### config.mk
export PLATFORM = sky130hd
export DESIGN_NAME = reflex_controller
export DESIGN_NICKNAME = d
export VERILOG_FILES = /design/src/rtl/reflex_controller.sv
export SDC_FILE = /design/constraint.sdc
export NUM_CORES = 1
export LEC_CHECK = 0
export ABC_AREA = 1
export ABC_CLOCK_PERIOD_IN_PS = 3800
export CAP_MARGIN = 5
export CORE_MARGIN = 3
export CORE_UTILIZATION = 50
export DETAILED_ROUTE_END_ITERATION = 10
export MAX_ROUTING_LAYER = met4
export PLACE_DENSITY_LB_ADDON = 0.25
export SYNTH_ARGS = -nofsm -noshare
export SYNTH_HDL_FRONTEND = slang
export SYNTH_SLANG_ARGS = --single-unit
### constraint.sdc
create_clock -name ck -period 3.8 [get_ports ck]
set_clock_uncertainty 0.1 [all_clocks]
set_input_delay 0.57 -clock ck [delete_from_list [all_inputs] [get_ports ck]]
set_output_delay 0.57 -clock ck [all_outputs]
set_load 0.05 [all_outputs]
### src/rtl/reflex_controller.sv
// Reaction-trial sequencer: random pre-stimulus wait, BCD ms timing, best-record compare/commit.
// Latency: start -> busy next cycle; button -> DONE/led off/write_enable next cycle; outputs registered.
// Backpressure: none; start/button are single-cycle pulses, ignored in states that do not use them.
// Ports: ck/reset (async active-low) | start, button pulses | rec0..rec3 stored best (BCD, rec0 LSD)
//        cnt0..cnt3 trial time (BCD ms) | write_enable record commit pulse | led, busy | early, new_record flags
module reflex_controller #(
    parameter int TICK_DIV        = 100000,
    parameter int WAIT_MIN_MS     = 1000,
    parameter int WAIT_RANGE_BITS = 11
) (
    input  logic       ck,
    input  logic       reset,
    input  logic       start,
    input  logic       button,
    input  logic [3:0] rec0,
    input  logic [3:0] rec1,
    input  logic [3:0] rec2,
    input  logic [3:0] rec3,
    output logic [3:0] cnt0,
    output logic [3:0] cnt1,
    output logic [3:0] cnt2,
    output logic [3:0] cnt3,
    output logic       write_enable,
    output logic       led,
    output logic       busy,
    output logic       early,
    output logic       new_record
);
    localparam int PW  = $clog2(TICK_DIV);
    localparam int WCW = $clog2(WAIT_MIN_MS + (1 << WAIT_RANGE_BITS));

    typedef enum logic [2:0] {
        S_IDLE,
        S_WAIT,
        S_MEASURE,
        S_DONE,
        S_FOUL
    } state_t;

    state_t           state, state_nxt;
    logic [15:0]      lfsr;
    logic [PW-1:0]    presc;
    logic [WCW-1:0]   wait_cnt;
    logic [15:0]      cnt_q;
    logic [15:0]      cnt_inc;
    logic             tick;
    logic             enter_wait;
    logic             enter_meas;
    logic             cnt_max;
    logic             beats_record;

    assign tick    = (presc == PW'(TICK_DIV - 1));
    assign cnt_max = (cnt_q == 16'h9999);
    // Valid BCD nibbles order the same way as the binary value, so a plain
    // unsigned compare is the MSD-first digit compare.
    assign beats_record = (cnt_q < {rec3, rec2, rec1, rec0});

    assign led  = (state == S_MEASURE);
    assign busy = (state == S_WAIT) || (state == S_MEASURE);
    assign {cnt3, cnt2, cnt1, cnt0} = cnt_q;

    // BCD +1 with ripple carry 9 -> 0 into the next digit.
    always_comb begin
        logic carry;
        cnt_inc = cnt_q;
        carry   = 1'b1;
        for (int d = 0; d < 4; d++) begin
            if (carry) begin
                if (cnt_q[d*4 +: 4] == 4'd9) begin
                    cnt_inc[d*4 +: 4] = 4'd0;
                end else begin
                    cnt_inc[d*4 +: 4] = cnt_q[d*4 +: 4] + 4'd1;
                    carry = 1'b0;
                end
            end
        end
    end

    always_ff @(posedge ck or negedge reset) begin
        if (!reset) state <= S_IDLE;
        else        state <= state_nxt;
    end

    always_comb begin
        state_nxt = state;
        case (state)
            S_IDLE, S_DONE, S_FOUL: begin
                if (start) state_nxt = S_WAIT;
            end
            S_WAIT: begin
                // A button on the final tick still counts as a false start.
                if (button)                          state_nxt = S_FOUL;
                else if (tick && wait_cnt == WCW'(1)) state_nxt = S_MEASURE;
            end
            S_MEASURE: begin
                if (button)              state_nxt = S_DONE;
                else if (tick && cnt_max) state_nxt = S_DONE;
            end
            default: state_nxt = S_IDLE;
        endcase
        enter_wait = (state != S_WAIT)    && (state_nxt == S_WAIT);
        enter_meas = (state != S_MEASURE) && (state_nxt == S_MEASURE);
    end

    always_ff @(posedge ck or negedge reset) begin
        if (!reset) begin
            lfsr         <= 16'hACE1;
            presc        <= '0;
            wait_cnt     <= '0;
            cnt_q        <= '0;
            early        <= 1'b0;
            new_record   <= 1'b0;
            write_enable <= 1'b0;
        end else begin
            // Nonzero seed with a maximal-length tap set keeps it off all-zero.
            lfsr <= {lfsr[14:0], lfsr[15] ^ lfsr[13] ^ lfsr[12] ^ lfsr[10]};

            if (enter_wait || enter_meas || tick) presc <= '0;
            else                                  presc <= presc + PW'(1);

            write_enable <= 1'b0;

            if (enter_wait) begin
                wait_cnt   <= WCW'(WAIT_MIN_MS) + WCW'(lfsr[WAIT_RANGE_BITS-1:0]);
                cnt_q      <= '0;
                early      <= 1'b0;
                new_record <= 1'b0;
            end else begin
                case (state)
                    S_WAIT: begin
                        if (button)    early    <= 1'b1;
                        else if (tick) wait_cnt <= wait_cnt - WCW'(1);
                    end
                    S_MEASURE: begin
                        // Button wins over a coincident tick: the time is frozen as-is.
                        if (button) begin
                            if (beats_record) begin
                                write_enable <= 1'b1;
                                new_record   <= 1'b1;
                            end
                        end else if (tick && !cnt_max) begin
                            cnt_q <= cnt_inc;
                        end
                    end
                    default: ;
                endcase
            end
        end
    end
endmodule

==> flow_summary.ini <==
[final_layout]
fin_util_pct = 61.0
syn_to_final_growth_pct = 16.0
layout_common_cells = nand2_1 (93), inv_1 (68), nor2_1 (68)
drive_above_1_share_pct = 9.75
layout_commonest_cell = nand2_1
nets = 606
fin_area_um2 = 4810
antennaDiodeCount = 0

[routing]
viasPerCell = 5.16
drc = 0
vias = 3437
initialDrtViolationCount = 178
ant_nets = 0
routed_wirelength_um = 8400
wl_per_cell_um = 12.6
drtPass1Iterations = 4

[timing]
min_period_over_period_pct = 69.6
grt_setup_unrepaired = false
setup_viol = 0
slew_viol_final = 0
tightest_slew_ns = 0.841
clock.fmax_ghz = 0.378
timing.hold.ws_ns = 0.264
fin_crit_ns = 2.64
fin_setup_tns_ns = 0
finalHoldViolCount = 0
slew_headroom_pct = 43.9

[global_routing]
grt_usage_pct = 18.8
grt_overflow_total = 0
grt_first_pass_wirelength_um = 14400
grt_pass1_vias = 3224
antenna_found_initial = 0
grt_max_degree = 68

[placement]
hpwl_um = 6020
place.gp.congestion = 0.813
port_buffers = 40
postPlaceCellArea_um2 = 4590

[hold_path]
hold_end = lfsr[15]$_DFF_PN1_
min_path_cells = 0
min_from = lfsr[14]$_DFF_PN0_
hold_path.class = reg2reg

[synth]
ys.flop_type = dfrtp_1
synth_cells = 518
synth_edf_count = 0
synth.largest_area_cell = dfrtp_1
syn-cell-area_um2 = 4150
synth.ff_latch_count = 67
syn_avg_cell_area_um2 = 8.01
synth_nets = 565
yosys-top-cells-area = dfrtp_1 (36%), nand2_1 (8.4%), ha_1 (8.1%)
yosysTopAreaCellShare_pct = 35.6
yosysUniqueCellTypes = 37
ys_seq_area_share_pct = 40.6
ys_warn_count = 0
synthArstFlopShare_pct = 100

[clock_network]
cts_resized = 0
post_cts_buffers = 0
cts_tree = yes
cts_hold_buf = 0
cts_root_buf = clkbuf_8
clk_pin_slew_ns = 0.07
cts.sinks = 67
clock_latency_ns = 0.35
clock_path_buffers = 2
numCtsBuffers = 9
htree_levels = 3

[setup_path]
r2r_slack_ns = 1.34
critPathTopFamily = buffers and inverters
timing.rr.start = cnt_q[9]$_DFFE_PN0P_
worst-path-buf-inv = 2
path_cells = nor2_1 > nand2_1 > inv_1 > clkdlybuf4s50_1
critPathSlowestCell = clkdlybuf4s50_1
path_max_fanout = 4
required_ns = 3.13
critPathKind = reg2out
slowest_delay_ns = 0.82
worstRegToRegCells = 13
start_kind = flip-flop
timing.rr.end = presc[5]$_DFF_PN0_
end_kind = output port
worst_ep_arrival_time_ns = 1.97

[die]
initial_core_util_pct = 52.6
fp.dieW_um = 97.1
fp.dieH_um = 97.1
coreArea_um2 = 7890
rows = 32
fp.dieArea_um2 = 9430
io_pins = 41

[pwr]
vdd_drop_max_uv = 317
power_density_nw_per_um2 = 483
p_leak_nw = 2.44

[run_status]
status = completed

[flow_run]
maxCapViolations = 0
[routing by layer]
| metal | routed length, um | part of all wire (%) | up-vias | track usage (%) |
|---|---|---|---|---|
| met5 | 0 | 0 | - | - |
| li1 | - | - | 1757 | - |
| met4 | 127 | 1.5 | 0 | 6.91 |
| met3 | 352 | 4.2 | 14 | 4.59 |
| met2 | 3900 | 46 | 68 | 28.3 |
| met1 | 4010 | 48 | 1598 | 24.7 |
[registers in the layout (all words and copies together) (netlist names)]
name / flops
lfsr: 16
early: 1
cnt_q: 16
write_enable: 1
state: 3
new_record: 1
presc: 17
wait_cnt: 12
[power breakdown]
| part | switching, W | internal (W) | leakage, nW |
|---|---|---|---|
| clock network | 0.000279 | 0.000387 | 0.108 |
| logic | 0.000521 | 0.000254 | 1.46 |
| registers | 0.0000872 | 0.000799 | 0.877 |
| total | 0.000887 | 0.00144 | 2.44 |
[final cells by class]
cell class	instances	area, um2
multi-input cells	369	2100
fillers	691	3070
clock inverters	6	88.8
inverters	71	267
well taps	102	128
repair buffers	41	403
flip-flops and latches	67	1690
clock buffers	10	138
[kinds of logic (layout without fill, tap and decap cells)]
family	after synthesis	after routing	share of synthesized area (%)
AO/OA/AOI/OAI	49	49	7.30
AND/OR/NAND/NOR	267	267	29.8
XOR/XNOR	26	26	5.49
flip-flops	67	67	40.6
buffers and inverters	82	128	8.68
adder cells (fa/ha/maj)	27	27	8.14
[cells in the mapped netlist, types with 6 or more instances]
cell type	n
a21oi_1	14
dfrtp_1	59
dfstp_2	8
ha_1	27
inv_1	68
nand2_1	93
nand2_2	6
nand3_1	57
nand4_1	12
nor2_1	68
nor3_1	12
o211ai_1	9
o21ai_0	13
xnor2_1	8
xor2_1	18
[how the worst max path moves through the flow]
stage	from	endpoint	slack (ns)	cells after the start
6_report	state[2]$_DFF_PN0_	led	1.16	4
5_1_grt	state[2]$_DFF_PN0_	led	1.05	4
4_1_cts	state[2]$_DFF_PN0_	led	1.13	4
3_5_place_dp	button	presc[5]$_DFF_PN0_	1.09	8
3_3_place_gp	button	presc[14]$_DFF_PN0_	1.18	8
2_1_floorplan	cnt_q[0]$_DFFE_PN0P_	wait_cnt[2]$_DFFE_PN0P_	1.53	13
[per-stage QoR]
| step | setup slack, ns | cells | total power (W) |
|---|---|---|---|
| floorplan | 1.53 | 518 | 0.00158 |
| global placement | 1.18 | 650 | 0.00164 |
| detailed placement | 1.09 | 650 | 0.00167 |
| CTS | 1.13 | 666 | 0.00235 |
| global route | 1.05 | 666 | 0.00249 |
| finish | 1.16 | 666 | 0.00233 |
[worst register-to-register path, delay by kind of cell (launching register included)]
family                   cells  cell delay, ns
AND/OR/NAND/NOR             11            1.56
flip-flops                   1            0.46
adder cells (fa/ha/maj)      1            0.16
buffers and inverters        1            0.08
Note: power is estimated with default switching activity, not from simulation.
